File: src/rtl/bitlet_act_streamer.sv
// Bitlet activation streamer: latches one activation vector per job,
// issues it as fixed-width beats, then waits for finish/timeout and flushes.
module bitlet_act_streamer #(
  parameter int N_total  = 64,
  parameter int N_input  = 16,
  parameter int WAIT_MAX = 255,
  parameter int Wid_bin  = 8
) (
  input  logic                         clk,
  input  logic                         rst_n,
  input  logic                         job_vld,
  output logic                         job_rdy,
  input  logic [N_total*Wid_bin-1:0]   job_Abin,
  input  logic                         pause,
  output logic                         Abin_vld,
  output logic [N_input*Wid_bin-1:0]   Abin_vec,
  input  logic                         finish,
  output logic                         flush,
  output logic                         done,
  output logic                         timeout,
  output logic                         busy
);

  localparam int P_INPUT = N_total / N_input;
  localparam int BW      = $clog2(P_INPUT);
  localparam int BEAT_W  = N_input * Wid_bin;

  localparam logic [BW-1:0] LAST_BEAT = BW'(P_INPUT - 1);
  localparam logic [15:0]   WAIT_LAST = 16'(WAIT_MAX - 1);

  typedef enum logic [1:0] {
    IDLE,
    STREAM,
    WAIT,
    FLUSH
  } state_t;

  state_t state_q, state_d;

  logic [N_total*Wid_bin-1:0] buf_q;
  logic [BW-1:0]              beat_cnt;
  logic [15:0]                wait_cnt;
  logic                       ok_q;

  logic [BEAT_W-1:0] slices [P_INPUT];

  for (genvar k = 0; k < P_INPUT; k++) begin : g_slice
    assign slices[k] = buf_q[k*BEAT_W +: BEAT_W];
  end

  // Beat data is a pure mux of registered state, never X after reset.
  assign Abin_vec = slices[beat_cnt];

  always_comb begin
    state_d  = state_q;
    job_rdy  = 1'b0;
    busy     = 1'b1;
    Abin_vld = 1'b0;
    flush    = 1'b0;
    done     = 1'b0;
    timeout  = 1'b0;
    case (state_q)
      IDLE: begin
        job_rdy = 1'b1;
        busy    = 1'b0;
        if (job_vld) state_d = STREAM;
      end
      STREAM: begin
        Abin_vld = !pause;
        if (!pause && beat_cnt == LAST_BEAT)
          state_d = WAIT;
      end
      WAIT: begin
        if (finish || wait_cnt == WAIT_LAST)
          state_d = FLUSH;
      end
      FLUSH: begin
        flush   = 1'b1;
        done    = ok_q;
        timeout = !ok_q;
        state_d = IDLE;
      end
      default: state_d = IDLE;
    endcase
  end

  always_ff @(posedge clk or negedge rst_n) begin
    if (!rst_n) begin
      state_q  <= IDLE;
      buf_q    <= '0;
      beat_cnt <= '0;
      wait_cnt <= '0;
      ok_q     <= 1'b0;
    end else begin
      state_q <= state_d;

      if (state_q == IDLE && job_vld) begin
        buf_q    <= job_Abin;
        beat_cnt <= '0;
      end

      if (state_q == STREAM && !pause) begin
        if (beat_cnt == LAST_BEAT) beat_cnt <= '0;
        else                       beat_cnt <= beat_cnt + 1'b1;
      end

      if (state_q == WAIT) wait_cnt <= wait_cnt + 16'd1;
      else                 wait_cnt <= '0;

      // finish wins a tie with the timeout, so it alone decides the flag
      if (state_q == WAIT) ok_q <= finish;
    end
  end

endmodule

File: config.mk
export PLATFORM = sky130hd
export DESIGN_NAME = bitlet_act_streamer
export DESIGN_NICKNAME = d
export VERILOG_FILES = /design/src/rtl/bitlet_act_streamer.sv
export SDC_FILE = /design/constraint.sdc
export NUM_CORES = 1
export LEC_CHECK = 0
export BUFFER_PORTS_ARGS = -buffer_cell sky130_fd_sc_hd__buf_4
export CAP_MARGIN = 0
export CELL_PAD_IN_SITES_DETAIL_PLACEMENT = 0
export CELL_PAD_IN_SITES_GLOBAL_PLACEMENT = 1
export CORE_ASPECT_RATIO = 1.4
export CORE_MARGIN = 5
export CORE_UTILIZATION = 30
export DETAILED_ROUTE_END_ITERATION = 16
export HOLD_SLACK_MARGIN = 0.15
export PLACE_DENSITY = 0.63
export SLEW_MARGIN = 0
export SYNTH_ARGS = -nofsm -noshare
export SYNTH_HDL_FRONTEND = slang
export SYNTH_SLANG_ARGS = --single-unit
File: constraint.sdc
create_clock -name clk -period 1.6 [get_ports clk]
set_input_delay 0.24 -clock clk [delete_from_list [all_inputs] [get_ports clk]]
set_output_delay 0.24 -clock clk [all_outputs]
set_load 0.02 [all_outputs]
==> results of run 1 <==
[worst register-to-register path, stage by stage (launching register included)]
cell,delay [ns]
sky130_fd_sc_hd__dfrtp_1,0.41
sky130_fd_sc_hd__inv_2,0.10
sky130_fd_sc_hd__ha_4,0.15
sky130_fd_sc_hd__and2_4,0.17
sky130_fd_sc_hd__buf_6,0.12
sky130_fd_sc_hd__buf_12,0.15
sky130_fd_sc_hd__buf_12,0.17
sky130_fd_sc_hd__buf_12,0.13
sky130_fd_sc_hd__clkbuf_16,0.15
sky130_fd_sc_hd__mux2_4,0.30
[power by group through the flow]
stage	clock [mW]	sequential [mW]	combinational [mW]
floorplan	0	22.5	19.8
global placement	0	24.2	28.7
detailed placement	0	24.4	29.3
CTS	14.4	24.3	36.7
global route	14.9	25.4	43.8
finish	14.0	24.6	41.9
[cell type report]
type | instances | area [um^2]
Antenna cell | 8 | 20.0
Timing Repair Buffer | 1382 | 14300
Inverter | 7 | 28.8
Clock buffer | 76 | 1620
Fill cell | 5860 | 34400
Sequential cell | 533 | 13300
Multi-Input combinational cell | 718 | 11100
Tap cell | 976 | 1220
Clock inverter | 30 | 357
[routing by layer]
layer  vias up  GRT usage (%)  share of wire, %
li1       7764              -                 -
met1      9101           23.2                40
met2       663           33.1                51
met3       156           3.99               5.6
met4         0           6.02               3.3
met5         -              0                 0
[logic make-up after synthesis]
group / count (synthesis) / share of synthesized area, %
flops: 533 / 57.7
compound gates: 11 / 0.347
buf+inv: 96 / 2.17
fa+ha+maj: 8 / 0.433
simple gates: 46 / 1.34
mux: 643 / 37.6
xor+xnor: 10 / 0.379
[path summary, 6_finish.rpt]
| kind | slack, ns | endpoint | start |
|---|---|---|---|
| max | -0.81 | Abin_vec[74] | beat_cnt[0]$_DFFE_PN0P_ |
| min | 0.17 | wait_cnt[7]$_DFF_PN0_ | rst_n |
| max reg2reg | -0.35 | buf_q[53]$_DFFE_PN0P_ | state_q[1]$_DFFE_PN0P_ |
| min reg2reg | 0.51 | buf_q[333]$_DFFE_PN0P_ | buf_q[333]$_DFFE_PN0P_ |
| max in group asynchronous | 0.66 | buf_q[190]$_DFFE_PN0P_ | rst_n |
| min in group clk | 0.41 | buf_q[250]$_DFFE_PN0P_ | job_Abin[250] |
[sequential cells by signal, summed over array words and instances, names as in the netlist]
| signal | flops |
|---|---|
| wait_cnt | 16 |
| beat_cnt | 2 |
| state_q | 2 |
| ok_q | 1 |
| buf_q | 512 |
[placed cells by master (no fill, tap or decap), types with 4 or more instances in the layout]
| cell | synthesis | routed |
|---|---|---|
| sky130_fd_sc_hd__and2_1 | 13 | 11 |
| sky130_fd_sc_hd__buf_12 | 0 | 73 |
| sky130_fd_sc_hd__buf_16 | 0 | 31 |
| sky130_fd_sc_hd__buf_4 | 17 | 567 |
| sky130_fd_sc_hd__buf_6 | 1 | 144 |
| sky130_fd_sc_hd__buf_8 | 0 | 29 |
| sky130_fd_sc_hd__bufinv_16 | 0 | 7 |
| sky130_fd_sc_hd__clkbuf_1 | 10 | 7 |
| sky130_fd_sc_hd__clkbuf_16 | 0 | 79 |
| sky130_fd_sc_hd__clkbuf_8 | 0 | 12 |
| sky130_fd_sc_hd__clkinv_2 | 0 | 13 |
| sky130_fd_sc_hd__clkinvlp_4 | 0 | 5 |
| sky130_fd_sc_hd__dfrtp_1 | 533 | 531 |
| sky130_fd_sc_hd__diode_2 | 0 | 8 |
| sky130_fd_sc_hd__dlygate4sd3_1 | 0 | 516 |
| sky130_fd_sc_hd__inv_1 | 7 | 4 |
| sky130_fd_sc_hd__mux2_2 | 514 | 51 |
| sky130_fd_sc_hd__mux2_4 | 0 | 463 |
| sky130_fd_sc_hd__mux4_2 | 128 | 128 |
| sky130_fd_sc_hd__nand2_1 | 5 | 5 |
| sky130_fd_sc_hd__nand3_1 | 5 | 5 |
| sky130_fd_sc_hd__xnor2_1 | 9 | 9 |
[timing repair]
action / 4_1_cts / 5_1_grt
hold buffers: 517 / 0
cloned: 34 / 27
setup buffers: 49 / 37
endpoints found under the setup margin: 643 / 673
gates resized for setup: 289 / 485
pin swaps: 2 / 6
hold endpoints to repair: 1050 / 0
[metrics by stage]
stage	worst slack, ns	cell area, um^2	instances
floorplan	-0.0630	23500	1347
global route	-0.898	42000	3729
CTS	-0.879	39800	3687
global placement	-0.201	30100	2982
detailed placement	-0.207	30100	2982
finish	-0.813	42000	3730
==> impl_metrics.json, run 1 <==
{
  "outcome": "finished, violations left",
  "failed_checks": "negative setup slack",
  "p_seq_share_pct": 30.6,
  "worst-endpoint-required_ns": 1.36,
  "synth.yosys.seq_area_share_pct": 57.7,
  "cp_num_cells": 4,
  "path_max_fanout": 9,
  "cellPowerDensity_nw_per_um2": 1910,
  "layout_setup_ws_ns": -0.813,
  "yosys_register_bits": 533,
  "total_of_buffers_placed_on_input_and_output_ports": 650,
  "post_drt_wl_per_cell_um": 23.1,
  "route.detailed.vias_per_inst": 4.74,
  "nets": 3223,
  "power_frac_clock_pct": 17.3,
  "final.hold.worst_slack_ns": 0.165,
  "internal-power_mw": 54.9,
  "die_h_um": 338,
  "clock_latency_ns": 0.60,
  "ys_top_cells_by_count": "sky130_fd_sc_hd__dfrtp_1, sky130_fd_sc_hd__mux2_2, sky130_fd_sc_hd__mux4_2",
  "dp_hpwl_um": 54800,
  "report.final.setup_viol": 650,
  "tritoncts.num_buffers": 56,
  "post_synthesis_to_final_layout_area_growth_pct": 82.0,
  "fp.coreArea_um2": 76400,
  "grt_overflow_total": 0,
  "grt_usage_pct": 18.9,
  "gp_congestion": 0.842,
  "detail-route-antenna-nets": 0,
  "1st_pass_router_iterations": 4,
  "start_kind": "flop",
  "max_cap_violations": 0,
  "synth_top_cells_by_area": "sky130_fd_sc_hd__dfrtp_1, sky130_fd_sc_hd__mux2_2, sky130_fd_sc_hd__mux4_2, sky130_fd_sc_hd__buf_2, sky130_fd_sc_hd__buf_4",
  "slew_limit_fails": 0,
  "critPathBufInv": 3,
  "placement_row_count": 120,
  "ctsLongestPathBuffers": 3,
  "antenna_found_initial": 8,
  "rr_worst_depth": 9,
  "finalHoldViolCount": 0,
  "worst_pin_slew_ns": 0.445,
  "synthesis.nets": 1872,
  "cp_cell_sequence": "buf_12, clkbuf_16, mux4_2, buf_6",
  "number_of_top_level_design_ports": 651,
  "synth_warnings": 0,
  "finalSetupTns_ns": -202.42,
  "maxSlewHeadroom_pct": 70.3,
  "fraction_of_synthesis_flops_using_an_asynchronous_set_or_reset_pin_pct": 100,
  "clock_tree.root_cell": "sky130_fd_sc_hd__clkbuf_16",
  "cellLeakagePower_nw": 19.0,
  "first_pass_grt_wire_length_um": 123000,
  "synth_top_flop_cell": "sky130_fd_sc_hd__dfrtp_1",
  "timing.critical_path.max_delay_family": "buffers and inverters",
  "number_of_enable_type_register_cells_in_the_synthesized_netlist": 0,
  "synthCells": 1347,
  "tritoncts": "built",
  "synth_area_um2": 23100,
  "detailroute.via_count": 17700,
  "yosys.cell_count.top_type": "sky130_fd_sc_hd__dfrtp_1",
  "highest_ir_drop_seen_on_vdd_mv": 1.22,
  "clkSlewWorstSetupHoldPaths_ns": 0.06,
  "yosysTopAreaCell": "sky130_fd_sc_hd__dfrtp_1",
  "power.switching_mw": 25.6,
  "effective_utilization_at_floorplan_pct": 30.2,
  "utilization_pct": 55.0,
  "unrepaired_setup_endpoints_after_global_routing": "yes",
  "detail_route.drc_violations": 0,
  "skew_ns": 0.0119,
  "fin_crit_ns": 2.41,
  "die_width_um": 245,
  "worst_hold_path_type": "in -> async",
  "portion_of_synthesized_cell_area_occupied_by_the_leading_cell_type_pct": 57.7,
  "routed_wl_um": 86200,
  "fmax_ghz": 0.414,
  "worstSetupPathType": "reg -> out",
  "die_area_um2": 82700,
  "crit_path_top_delay_cell": "sky130_fd_sc_hd__mux4_2",
  "end_kind": "output port",
  "grt_pass1_vias": 20200,
  "tritoncts_num_sinks": 533,
  "drt-initial-drc-count": 658,
  "fraction_of_power_consumed_by_combinational_cells_pct": 52.1,
  "grt_start_max_net_pins": 77,
  "fin_total_pwr_mw": 80.5,
  "swShare_pct": 31.8,
  "period_share_pct": 151,
  "post_synth_num_cell_types": 36,
  "worstPathArrival_ns": 2.17,
  "postSynthAreaPerCell_um2": 17.1,
  "critical_path.max_stage_delay_ns": 0.53,
  "share_of_final_layout_standard_cells_stronger_than_drive_strength_1_pct": 59.4,
  "htree_levels": 2
}
No activity file was read; power rests on OpenSTA's default activity.
==> run 2, diff against run 1 <==
- GPL_TIMING_DRIVEN: unset -> 1
- PLACE_DENSITY: 0.63 -> 0.6
- clock period: 1.6 -> 2.4 ns (I/O delays scaled with it)
==> run 2 against run 1 <==
The flow still finishes with violations (negative setup slack). Final cell count is 3.8% lower. Hold slack better by 0.081 ns. Die area stayed put. Combinational power fell by 49%. Count of clock-buffer cells in the layout increased by 5. Design area is 11% lower. Register-to-register slack better by 0.67 ns. Critical path depth unchanged. Via count down 6.9%. Routed wire length shrank 9.5%. Core utilization decreased by 6.3 points. Clock power decreased by 37%. Largest cell class is now flip-flops and latches.
==> impl_metrics.json, run 2 (synthesis results as in run 1) <==
{
  "clock_tree.root_cell": "sky130_fd_sc_hd__clkbuf_16",
  "area.sequential_um2": 13300,
  "fp.coreArea_um2": 76400,
  "path_max_fanout": 11,
  "grt_start_max_net_pins": 67,
  "utilization_pct": 48.7,
  "end_kind": "output port",
  "detail-route-antenna-nets": 0,
  "effective_utilization_at_floorplan_pct": 30.2,
  "place.detailed.instances": 2936,
  "grt_overflow_total": 0,
  "route.detailed.vias_per_inst": 4.59,
  "stdcell_count": 3587,
  "clock_latency_ns": 0.60,
  "final_cell_mix": "sky130_fd_sc_hd__buf_4, sky130_fd_sc_hd__dfrtp_1, sky130_fd_sc_hd__dlygate4sd3_1",
  "grt_pass1_vias": 19200,
  "slew_limit_fails": 0,
  "share_of_final_layout_standard_cells_stronger_than_drive_strength_1_pct": 56.4,
  "nets": 3080,
  "total_of_buffers_placed_on_input_and_output_ports": 650,
  "finalSetupTns_ns": -13.21,
  "multi_input_gate_area_in_the_final_layout_um2": 9260,
  "drt-initial-drc-count": 457,
  "period_share_pct": 107,
  "maxSlewHeadroom_pct": 58.4,
  "worstSetupPathType": "reg -> out",
  "report.final.setup_viol": 128,
  "die_area_um2": 82700,
  "fin_crit_ns": 2.56,
  "outcome": "finished, violations left",
  "highest_ir_drop_seen_on_vdd_mv": 0.794,
  "regMostFlops": "buf_q",
  "layout_top_registers": "buf_q x512, wait_cnt x16",
  "die_width_um": 245,
  "detailroute.via_count": 16500,
  "finalHoldViolCount": 0,
  "fmax_ghz": 0.391,
  "dp_hpwl_um": 55100,
  "unrepaired_setup_endpoints_after_global_routing": "yes",
  "post_synthesis_to_final_layout_area_growth_pct": 61.2,
  "worst-endpoint-required_ns": 2.04,
  "skew_ns": 0.0124,
  "clkSlewWorstSetupHoldPaths_ns": 0.06,
  "tritoncts_num_sinks": 533,
  "layout.filler_cells": 6623,
  "largest_reg_flops": 512,
  "worst_hold_path_type": "in -> reg",
  "die_h_um": 338,
  "post_drt_wl_per_cell_um": 21.8,
  "worstPathArrival_ns": 2.20,
  "placement_row_count": 120,
  "routed_wl_um": 78100,
  "cellPowerDensity_nw_per_um2": 1240,
  "tritoncts.num_buffers": 56,
  "layout.cells.most_common": "sky130_fd_sc_hd__buf_4",
  "first_pass_grt_wire_length_um": 117000,
  "gp_congestion": 0.781,
  "max_cap_violations": 0,
  "cellLeakagePower_nw": 16.1,
  "grt_usage_pct": 18.2,
  "final.hold.worst_slack_ns": 0.247,
  "ctsLongestPathBuffers": 3,
  "1st_pass_router_iterations": 4,
  "tritoncts": "built",
  "worst_pin_slew_ns": 0.624,
  "detail_route.drc_violations": 0,
  "start_kind": "flop",
  "htree_levels": 2,
  "layout_setup_ws_ns": -0.158,
  "number_of_top_level_design_ports": 651,
  "antenna_found_initial": 13,
  "failed_checks": "negative setup slack"
}
==> run 2: cell types whose count changed in the layout (fill, tap and decap cells not counted), sizes merged <==
| cell | change |
|---|---|
| buf | -125 |
| bufbuf | +1 |
| bufinv | -3 |
| clkbuf | -13 |
| clkinv | +2 |
| clkinvlp | -3 |
| diode | +2 |
| dlygate4sd3 | -1 |
| inv | -3 |
==> run 2: worst paths after layout <==
| check | from | to | slack (ns) | depth (start not counted) |
|---|---|---|---|---|
| min | job_vld | state_q[0]$_DFFE_PN0P_ | 0.25 | 3 |
| min in group asynchronous | rst_n | buf_q[68]$_DFFE_PN0P_ | 0.27 | 2 |
| max reg2reg | state_q[0]$_DFFE_PN0P_ | buf_q[210]$_DFFE_PN0P_ | 0.32 | 6 |
| max | beat_cnt[0]$_DFFE_PN0P_ | Abin_vec[10] | -0.16 | 4 |
| min reg2reg | wait_cnt[0]$_DFF_PN0_ | wait_cnt[0]$_DFF_PN0_ | 0.48 | 1 |
| max in group asynchronous | rst_n | buf_q[130]$_DFFE_PN0P_ | 1.10 | 3 |
==> run 2: per-layer routing <==
metal  GRT usage (%)  part of all wire (%)  vias up
met5               0                 0.053        -
met4            5.68                   2.8        6
met3            4.47                   5.9      123
met2            32.0                    51      511
met1            21.9                    40     8347
li1                -                     -     7484
==> run 2: area by class of cell <==
cell class	count	area share, %
diodes	10	0.0672
clock buffers	81	4.42
clock inverters	23	0.601
inverters	7	0.0705
multi-input cells	718	24.9
flip-flops and latches	533	35.8
well taps	976	3.28
repair buffers	1239	30.9
==> run 2: what timing repair did <==
action | CTS | global route
setup endpoints to repair | 128 | 127
cloned | 3 | 6
endpoints found under the hold margin | 689 | 0
gates resized for setup | 75 | 25
hold buffers | 515 | 0
setup buffers | 9 | 4
==> run 2: critical path: stages (launching register included) <==
cell and delay [ns]:
sky130_fd_sc_hd__dfrtp_4 0.52, sky130_fd_sc_hd__buf_4 0.16, sky130_fd_sc_hd__buf_16 0.15, sky130_fd_sc_hd__mux4_2 0.56, sky130_fd_sc_hd__buf_4 0.18
==> run 2: per-stage QoR <==
stage / power (mW) / setup slack (ns) / cell area (um^2)
2_1_floorplan: 27.7 / 0.493 / 23100
4_1_cts: 46.2 / -0.244 / 37000
5_1_grt: 48.7 / -0.258 / 37200
3_3_place_gp: 34.7 / 0.364 / 29500
6_report: 46.1 / -0.158 / 37200
3_5_place_dp: 35.2 / 0.344 / 29500
==> run 2: where the power goes <==
| part | switching (mW) | leakage (nW) | internal [mW] | total, mW |
|---|---|---|---|---|
| clock | 3.72 | 0.932 | 5.18 | 8.89 |
| sequential | 2.38 | 6.34 | 13.5 | 15.9 |
| combinational | 8.96 | 8.86 | 12.4 | 21.3 |
| total | 15.1 | 16.1 | 31.1 | 46.1 |
